<file path="src/rtl/alpha_coef_pkg.sv">
// alpha_coef_pkg: shared constants for the reloadable alpha coefficient buffer.
//   - default coefficient width / depth shared with the BWN scale stage
//   - burst sequencer FSM state encoding
//   - clog2 helper (never returns less than 1 so a 1-entry array still gets an index bit)
package alpha_coef_pkg;

  localparam int ALPHA_DATA_W = 16;
  localparam int ALPHA_DEPTH  = 80;

  localparam logic [1:0] ST_IDLE  = 2'd0;
  localparam logic [1:0] ST_RUN   = 2'd1;
  localparam logic [1:0] ST_DRAIN = 2'd2;

  function automatic int clog2(input int n);
    int r;
    r = 0;
    while ((1 << r) < n) r++;
    return (r < 1) ? 1 : r;
  endfunction

endpackage

</file>
<file path="src/rtl/alpha_coef_buffer_regfile.sv">
// coef_regfile: DEPTH x DATA_W coefficient storage.
//   gclk   : clock
//   we     : write strobe (caller guarantees waddr < DEPTH)
//   waddr  : write index
//   wdata  : write data
//   raddr  : read index (caller guarantees raddr < DEPTH)
//   rdata  : combinational read data
// Storage has no reset. Because the read is combinational and the write lands
// on the clock edge, a same-cycle read of the written entry returns old data.
module coef_regfile
  import alpha_coef_pkg::*;
#(
  parameter int DATA_W = ALPHA_DATA_W,
  parameter int DEPTH  = ALPHA_DEPTH,
  parameter int IDX_W  = clog2(DEPTH)
) (
  input  logic              gclk,
  input  logic              we,
  input  logic [IDX_W-1:0]  waddr,
  input  logic [DATA_W-1:0] wdata,
  input  logic [IDX_W-1:0]  raddr,
  output logic [DATA_W-1:0] rdata
);

  logic [DATA_W-1:0] mem [DEPTH];

  always_ff @(posedge gclk) begin
    if (we) mem[waddr] <= wdata;
  end

  assign rdata = mem[raddr];

endmodule

</file>
<file path="src/rtl/alpha_coef_buffer.sv">
// alpha_coef_buffer: run-time loadable alpha coefficient buffer with a
// wrap-around burst streamer feeding the MAC/scale stage.
//   clk, rst_n         : clock, async active-low reset
//   wr_en/addr/data    : coefficient load port (out-of-range address -> err)
//   start, base_addr,
//   burst_len          : burst request, sampled only when idle
//   busy, done         : burst in progress / one-cycle completion pulse
//   coef_valid/ready,
//   coef, coef_last    : registered output stream, valid/ready handshake
//   err, err_clr       : sticky error flag and its clear (set wins over clear)
module alpha_coef_buffer
  import alpha_coef_pkg::*;
#(
  parameter int DATA_W = ALPHA_DATA_W,
  parameter int DEPTH  = ALPHA_DEPTH,
  parameter int ADDR_W = 12
) (
  input  logic              clk,
  input  logic              rst_n,
  input  logic              wr_en,
  input  logic [ADDR_W-1:0] wr_addr,
  input  logic [DATA_W-1:0] wr_data,
  input  logic              start,
  input  logic [ADDR_W-1:0] base_addr,
  input  logic [ADDR_W-1:0] burst_len,
  output logic              busy,
  output logic              done,
  output logic              coef_valid,
  input  logic              coef_ready,
  output logic [DATA_W-1:0] coef,
  output logic              coef_last,
  output logic              err,
  input  logic              err_clr
);

  localparam int IDX_W = clog2(DEPTH);
  // One extra bit so DEPTH == 2**ADDR_W still compares correctly.
  localparam logic [ADDR_W:0] DEPTH_C = (ADDR_W+1)'(DEPTH);
  localparam logic [ADDR_W:0] LAST_C  = (ADDR_W+1)'(DEPTH - 1);

  logic [1:0]        state;
  logic [ADDR_W-1:0] rd_ptr, rd_ptr_nxt, remaining;
  logic [DATA_W-1:0] rd_data;
  logic              idle_free, wr_ok, wr_bad, start_bad, start_ok, load, accept;

  // IDLE with busy set is the one-cycle arm slot between an accepted start and
  // RUN; start is ignored there just as in RUN/DRAIN.
  assign idle_free = (state == ST_IDLE) && !busy;
  assign wr_ok     = wr_en && ({1'b0, wr_addr} < DEPTH_C);
  assign wr_bad    = wr_en && !wr_ok;
  assign start_bad = idle_free && start && ({1'b0, base_addr} >= DEPTH_C);
  assign start_ok  = idle_free && start && !start_bad && (burst_len != '0);
  assign load      = (state == ST_RUN) && (!coef_valid || coef_ready) && (remaining != '0);
  assign accept    = coef_valid && coef_ready;
  assign rd_ptr_nxt = ({1'b0, rd_ptr} == LAST_C) ? '0 : rd_ptr + 1'b1;

  coef_regfile #(
    .DATA_W (DATA_W),
    .DEPTH  (DEPTH),
    .IDX_W  (IDX_W)
  ) u_regfile (
    .gclk  (clk),
    .we    (wr_ok),
    .waddr (wr_addr[IDX_W-1:0]),
    .wdata (wr_data),
    .raddr (rd_ptr[IDX_W-1:0]),
    .rdata (rd_data)
  );

  always_ff @(posedge clk or negedge rst_n) begin
    if (!rst_n) begin
      state      <= ST_IDLE;
      busy       <= 1'b0;
      done       <= 1'b0;
      coef_valid <= 1'b0;
      coef       <= '0;
      coef_last  <= 1'b0;
      err        <= 1'b0;
      rd_ptr     <= '0;
      remaining  <= '0;
    end else begin
      done <= 1'b0;

      if (wr_bad || start_bad) err <= 1'b1;
      else if (err_clr)        err <= 1'b0;

      case (state)
        ST_IDLE: begin
          if (busy) begin
            state <= ST_RUN;
          end else if (start_ok) begin
            busy      <= 1'b1;
            rd_ptr    <= base_addr;
            remaining <= burst_len;
          end
        end
        ST_RUN: begin
          if (load) begin
            coef       <= rd_data;
            coef_valid <= 1'b1;
            coef_last  <= (remaining == ADDR_W'(1));
            rd_ptr     <= rd_ptr_nxt;
            remaining  <= remaining - 1'b1;
            if (remaining == ADDR_W'(1)) state <= ST_DRAIN;
          end
        end
        ST_DRAIN: begin
          if (accept) begin
            coef_valid <= 1'b0;
            coef_last  <= 1'b0;
            done       <= 1'b1;
            busy       <= 1'b0;
            state      <= ST_IDLE;
          end
        end
        default: state <= ST_IDLE;
      endcase
    end
  end

endmodule
</file>
<file path="config.mk">
export PLATFORM = sky130hd
export DESIGN_NAME = alpha_coef_buffer
export DESIGN_NICKNAME = d
export VERILOG_FILES = /design/src/rtl/alpha_coef_pkg.sv /design/src/rtl/alpha_coef_buffer_regfile.sv /design/src/rtl/alpha_coef_buffer.sv
export SDC_FILE = /design/constraint.sdc
export NUM_CORES = 1
export LEC_CHECK = 0
export CAP_MARGIN = 40
export CORE_ASPECT_RATIO = 2
export CORE_UTILIZATION = 61
export CTS_CLUSTER_SIZE = 14
export DETAILED_ROUTE_END_ITERATION = 6
export GPL_TIMING_DRIVEN = 0
export PLACE_DENSITY = 0.76
export SYNTH_ARGS = -nofsm -noshare
export SYNTH_HDL_FRONTEND = slang
export SYNTH_SLANG_ARGS = --single-unit
</file>
<file path="constraint.sdc">
create_clock -name clk -period 5.52 [get_ports clk]
set_clock_uncertainty 0.2 [all_clocks]
set_input_delay 1.104 -clock clk [delete_from_list [all_inputs] [get_ports clk]]
set_output_delay 1.104 -clock clk [all_outputs]
set_load 0.01 [all_outputs]
</file>
==> results of run 1 <==
-- synthesized netlist by cell type (3+ instances only) --
library cell	count
dfrtp_1	47
o22a_1	9
o21a_1	5
mux2_2	21
a211oi_1	29
nor2b_1	25
buf_2	34
a31oi_1	19
a221o_1	7
a221oi_1	15
o2111ai_1	4
nand4_1	3
a21o_1	3
or3_1	6
nor2_1	136
nand2b_1	4
inv_1	11
buf_4	21
a2111oi_0	5
and2_1	3
a21oi_1	62
nand2_1	89
a211o_1	3
ha_1	4
a22o_1	4
or4_1	4
buf_6	25
o22ai_1	31
nor3_1	20
a311oi_1	9
buf_1	4
and3_1	4
o21ai_0	66
mux4_2	221
mux2i_1	244
nor3b_1	3
clkbuf_1	62
or3b_2	3
edfxtp_1	1280
a22oi_1	47
nor4_1	10
nand3_1	33
-- final cells by class --
class	instances	area, um2
Clock buffer	155	2970
Timing Repair Buffer	214	2760
Tap cell	1071	1340
Multi-Input combinational cell	1174	11800
Clock inverter	18	113
Buffer	148	870
Fill cell	5003	25200
Antenna cell	2	5.00
Inverter	11	41.3
Sequential cell	1327	39600
-- state kept, by name, indices dropped and copies added, names as in the netlist --
name,count
rd_ptr,12
err,1
remaining,12
done,1
coef_last,1
u_regfile.mem,1280
coef,16
busy,1
coef_valid,1
state,2
-- power by group through the flow --
stage          clock network (mW)  registers, mW  logic [mW]
6_report                     7.13           11.4        9.71
5_1_grt                      7.46           11.4        9.81
4_1_cts                      7.12           11.3        9.41
3_5_place_dp                    0           11.6        9.33
3_3_place_gp                    0           11.6        8.86
2_1_floorplan                   0           11.5        5.27
-- layer usage --
metal  wire length [um]  GRT usage  vias up
met5                  0          0        -
met1              45900      0.385    14900
li1                   -          -    11500
met3              14400     0.0797      684
met2              79200      0.623     2136
met4              18900      0.369        0
-- through the flow --
step,total power [mW],util,instance area (um2),hold WS [ps],TNS [ps]
4_1_cts,27.9,0.702,59400,172,0
3_5_place_dp,20.9,0.666,56300,297,0
6_report,28.2,0.703,59500,187,0
3_3_place_gp,20.5,0.640,54200,298,-13620
5_1_grt,28.6,0.703,59500,200,0
2_1_floorplan,16.8,-,52100,269,0
-- cells by family after synthesis --
group / share of synthesized area
buffers and inverters: 0.0175
AO/OA/AOI/OAI: 0.0427
AND/OR/NAND/NOR: 0.0312
multiplexers: 0.147
adder cells (fa/ha/maj): 0.000961
flip-flops: 0.761
-- critical path, delay by kind of cell (launching register included) --
kind	cells	cell delay (ps)
AOI/OAI and AO/OA	5	1670
and+or+nand+nor	1	640
DFF	1	360
buffers and inverters	3	1390
-- path summary, 6_finish.rpt --
kind,to,cells past startpoint,slack [ps],from
hold / removal,coef[9]$_DFFE_PN0P_,1,190,rst_n
max in group asynchronous,remaining[8]$_DFFE_PN0P_,2,4300,rst_n
setup / recovery,coef[13]$_DFFE_PN0P_,9,1140,rd_ptr[1]$_DFFE_PN0P_
min in group clk,coef_last$_DFFE_PN0P_,1,310,coef_last$_DFFE_PN0P_
hold reg to reg,coef_last$_DFFE_PN0P_,1,310,coef_last$_DFFE_PN0P_
setup reg to reg,coef[13]$_DFFE_PN0P_,9,1140,rd_ptr[1]$_DFFE_PN0P_
==> impl_metrics.env, run 1 <==
export IMPL_status="finished, final reports clean"
export IMPL_hold_class="input port to async pin"
export IMPL_seqPwrFrac=0.403
export IMPL_place_inst=3942
export IMPL_synth_seq_cells=1327
export IMPL_synth_top_area_share=0.738
export IMPL_syn_area_um2=52100
export IMPL_power_internal_mw=18.4
export IMPL_layout_commonest_cell="edfxtp_1"
export IMPL_gp_congestion=0.986
export IMPL_cts_tree="done"
export IMPL_setup_violations=0
export IMPL_max_slew_worst_pin_slew_ps=1030
export IMPL_numCtsBuffers=109
export IMPL_drive_above_1_share=0.229
export IMPL_clkLatencyLatePin_ps=730
export IMPL_num_rows=151
export IMPL_drtIter0Drc=4133
export IMPL_fmax_mhz=228
export IMPL_io_buffers=78
export IMPL_syn_avg_cell_area_um2=19.6
export IMPL_routed_via_density=7.10
export IMPL_synth_edf_count=1280
export IMPL_ys_warn_count=0
export IMPL_final_cell_mix="1280 x edfxtp_1, 244 x mux2i_1, 221 x mux4_2"
export IMPL_cp_slowest_cell="clkbuf_1"
export IMPL_synthFlopType="edfxtp_1"
export IMPL_htreeDepth=3
export IMPL_synth_area_top_cells="edfxtp_1 74%, mux4_2 9.6%, mux2i_1 4.7%"
export IMPL_final_cells=4120
export IMPL_synth_cell_types=61
export IMPL_dpl_hpwl_um=111000
export IMPL_die_area_um2=86600
export IMPL_cts_sinks=1327
export IMPL_cts_root_buf="clkbuf_16"
export IMPL_ctsHoldBuffers=0
export IMPL_grt_pass1_vias=29900
export IMPL_rsz0062_at_grt="no"
export IMPL_clkPwrFrac=0.253
export IMPL_setup_ws_ps=1140
export IMPL_cp_data_arrival_time_ps=4780
export IMPL_fin_crit_sh=0.793
export IMPL_cts_setup_buffers=0
export IMPL_place_ws_ps=777
export IMPL_slew_headroom=0.311
export IMPL_vdd_ir_drop_max_v=0.000290
export IMPL_maxCapViolations=0
export IMPL_grt_pass1_wl_um=219000
export IMPL_netlist_instances=2660
export IMPL_critical_path_required_ps=5920
export IMPL_area_delta_synth_final_pct=14.2
export IMPL_drtPass1Iterations=6
export IMPL_async_flop_share=0.0354
export IMPL_p_comb_frac=0.344
export IMPL_path_max_fanout=10
export IMPL_period_needed_ps=4380
export IMPL_core_um2=84600
export IMPL_start_kind="flop"
export IMPL_synth_top_cell_by_area="edfxtp_1"
export IMPL_io_pins=79
export IMPL_cp_end_kind="flop"
export IMPL_antenna_found_initial=4
export IMPL_slew_viol_final=0
export IMPL_fin_nets=3047
export IMPL_die_w_um=209
export IMPL_p_sw_frac=0.346
export IMPL_die_height_um=415
export IMPL_ant_nets=0
export IMPL_cts_path_max_buffers=3
export IMPL_grt_overflow_total=0
export IMPL_drc=0
export IMPL_slowest_delay_ps=820
export IMPL_grt_max_degree=81
export IMPL_p_switching_mw=9.76
export IMPL_leakagePower_nw=19.2
export IMPL_ys_seq_area_frac=0.761
export IMPL_cts_resized=0
export IMPL_wl_per_cell_um=38.4
export IMPL_hold_viol_final=0
export IMPL_p_per_area_nw_per_um2=474
export IMPL_clkSlewWorstSetupHoldPaths_ps=70
export IMPL_grtUsageTotal=0.374
export IMPL_path_class="flop to flop"
export IMPL_initial_core_util=0.615
export IMPL_vias=29300
export IMPL_wirelength_um=158000
export IMPL_syn_num_nets=2722
export IMPL_path_cells="buf_2 > buf_2 > nand2b_1 > clkbuf_1 > o22ai_1 > o21ai_0 > o21a_1 > o2111ai_1 > o21a_1"
Power figures use the tool's default switching activity.
==> run 2, diff against run 1 <==
--- a/config.mk
+++ b/config.mk
@@ -7,11 +7,11 @@
 export LEC_CHECK = 0
 export CAP_MARGIN = 40
 export CORE_ASPECT_RATIO = 2
-export CORE_UTILIZATION = 61
+export CORE_UTILIZATION = 56
 export CTS_CLUSTER_SIZE = 14
 export DETAILED_ROUTE_END_ITERATION = 6
 export GPL_TIMING_DRIVEN = 0
-export PLACE_DENSITY = 0.76
+export PLACE_DENSITY = 0.73
 export SYNTH_ARGS = -nofsm -noshare
 export SYNTH_HDL_FRONTEND = slang
 export SYNTH_SLANG_ARGS = --single-unit
==> constraint.sdc (replaced) <==
create_clock -name clk -period 3.5 [get_ports clk]
set_clock_uncertainty 0.2 [all_clocks]
set_input_delay 0.7 -clock clk [delete_from_list [all_inputs] [get_ports clk]]
set_output_delay 0.7 -clock clk [all_outputs]
set_load 0.01 [all_outputs]
==> run 2 against run 1 <==
Compared with the run above: the run now ends with design-rule violations, negative setup slack left; die area rose by 8.9%; global-route usage is 3.9 points lower; cell area is 1.1% higher; combinational power rose by 60%; via count fell by 1.6%; first-iteration DRC count decreased by 14%; critical path depth fell by 1; sequential power grew 57%; total power increased by 60%; sequential cell count unchanged; wire length decreased by 2.8%; hold slack worse by 56 ps; critical path type is now input port to flop; largest cell class unchanged.
==> impl_metrics.env, run 2 (synthesis gave the netlist of run 1 again) <==
export IMPL_grt_pass1_wl_um=215000
export IMPL_wirelength_um=154000
export IMPL_area_delta_synth_final_pct=15.5
export IMPL_violations="design-rule violations, negative setup slack"
export IMPL_drc=1
export IMPL_place_inst=4051
export IMPL_use_met3=0.0723
export IMPL_top_regs="u_regfile.mem: 1280 flops, coef: 16 flops"
export IMPL_grt_overflow_total=0
export IMPL_clkLatencyLatePin_ps=740
export IMPL_grtUsageTotal=0.335
export IMPL_vdd_ir_drop_max_v=0.000550
export IMPL_critical_path_required_ps=3720
export IMPL_slowest_delay_ps=630
export IMPL_path_cells="clkdlybuf4s50_1 > o21ai_0 > and3_2 > nand2_1 > nor2_2 > nand2_2 > nor2_2 > buf_8"
export IMPL_final_area_um2=60100
export IMPL_cts_root_buf="clkbuf_16"
export IMPL_cp_slowest_cell="clkdlybuf4s50_1"
export IMPL_grt_pass1_vias=29500
export IMPL_routed_via_density=6.79
export IMPL_period_needed_ps=3710
export IMPL_die_height_um=433
export IMPL_htreeDepth=3
export IMPL_fin_crit_sh=1.06
export IMPL_layout_commonest_cell="edfxtp_1"
export IMPL_path_class="input port to flop"
export IMPL_wl_per_cell_um=36.3
export IMPL_dpl_hpwl_um=108000
export IMPL_cp_data_arrival_time_ps=3940
export IMPL_slew_headroom=0.286
export IMPL_drtPass1Iterations=7
export IMPL_hold_slack_ps=131
export IMPL_cts_tree="done"
export IMPL_cp_end_kind="flop"
export IMPL_maxCapViolations=0
export IMPL_fin_nets=3037
export IMPL_drtIter0Drc=3570
export IMPL_path_max_fanout=11
export IMPL_fin_util=0.656
export IMPL_critPathTopFamily="simple AND/OR/NAND/NOR gates"
export IMPL_total_power_mw=45.1
export IMPL_num_rows=157
export IMPL_hold_viol_final=0
export IMPL_antenna_found_initial=3
export IMPL_start_kind="input port"
export IMPL_cts_path_max_buffers=3
export IMPL_place_area_um2=56300
export IMPL_ant_nets=0
export IMPL_io_buffers=78
export IMPL_die_w_um=218
export IMPL_final_cells=4238
export IMPL_setup_violations=556
export IMPL_grt_max_degree=81
export IMPL_max_slew_worst_pin_slew_ps=1070
export IMPL_drive_above_1_share=0.246
export IMPL_slew_viol_final=0
export IMPL_place_ws_ps=-1170
export IMPL_p_per_area_nw_per_um2=751
export IMPL_path_buf_inv=2
export IMPL_rsz0062_at_grt="yes"
export IMPL_fmax_mhz=269
export IMPL_status="finished with violations"
export IMPL_clkSlewWorstSetupHoldPaths_ps=60
export IMPL_largest_register_ffs=1280
export IMPL_leakagePower_nw=19.3
export IMPL_met1_usage=0.353
export IMPL_gp_congestion=1.03
export IMPL_cts_setup_buffers=0
export IMPL_tns_ps=-34970
export IMPL_initial_core_util=0.568
export IMPL_final_cell_mix="1280 x edfxtp_1, 241 x mux2i_1, 221 x mux4_2"
export IMPL_cts_sinks=1327
export IMPL_setup_ws_ps=-213
export IMPL_vias=28800
export IMPL_numCtsBuffers=111
export IMPL_top_usage_layer="met2"
export IMPL_die_area_um2=94300
export IMPL_use_met2=0.577
export IMPL_core_um2=91700
export IMPL_crit_path_frequent_cell="nor2_2"
export IMPL_hold_class="input port to flop"
export IMPL_io_pins=79
export IMPL_regMostFlops="u_regfile.mem"
-- run 2: cell count changes in the layout (fill, tap and decap cells not counted), moves of 12 or more --
| cell | before | now |
|---|---|---|
| buf_2 | 49 | 34 |
| buf_8 | 91 | 79 |
| clkbuf_1 | 104 | 83 |
| clkbuf_2 | 1 | 20 |
| nor2_2 | 80 | 48 |
| nor2_4 | 0 | 34 |
| o21ai_0 | 66 | 53 |
-- run 2: what timing repair did --
item / in CTS / in global routing
resized for setup: 79 / 63
hold buffers: 1 / 0
setup endpoints to repair: 838 / 598
pin swaps: 0 / 2
endpoints found under the hold margin: 16 / 0
-- run 2: worst reg2reg max path, stage by stage (launching register included) --
cell      delay, ps
dfrtp_2         460
buf_2           210
buf_8           210
buf_4           390
mux4_2          560
mux2i_1         410
o21ai_0         300
a311oi_4        550
a31oi_1         150
-- run 2: report_power, final --
part	total [mW]	internal (mW)	switching, mW
Combinational	15.5	5.81	9.71
Clock	11.7	6.26	5.42
Sequential	17.9	17.6	0.307
-- run 2: final cells by class --
| type | count | area (um2) |
|---|---|---|
| inverters | 11 | 41.3 |
| clock buffers | 158 | 3070 |
| flip-flops and latches | 1327 | 39600 |
| multi-input cells | 1174 | 12100 |
| clock inverters | 23 | 210 |
| diodes | 3 | 7.51 |
| repair buffers | 202 | 2610 |
| well taps | 1192 | 1490 |
| fillers | 5817 | 31600 |
| plain buffers | 148 | 981 |
-- run 2: path summary, 6_finish.rpt --
path / slack [ps] / cells past startpoint / to / startpoint
min in group asynchronous: 310 / 2 / coef[13]$_DFFE_PN0P_ / rst_n
hold reg to reg: 320 / 1 / coef_last$_DFFE_PN0P_ / coef_last$_DFFE_PN0P_
setup reg to reg: -90 / 8 / coef[7]$_DFFE_PN0P_ / rd_ptr[0]$_DFFE_PN0P_
setup / recovery: -210 / 8 / u_regfile.mem[64][8]$_DFFE_PP_ / wr_addr[4]
hold / removal: 130 / 1 / u_regfile.mem[9][12]$_DFFE_PP_ / wr_data[12]
max in group asynchronous: 2210 / 3 / rd_ptr[0]$_DFFE_PN0P_ / rst_n
-- run 2: metal layers --
metal | part of all wire | up-vias
met4 | 0.096 | 2
met1 | 0.30 | 14700
li1 | - | 11500
met2 | 0.52 | 1950
met3 | 0.088 | 578
met5 | 0.000084 | -
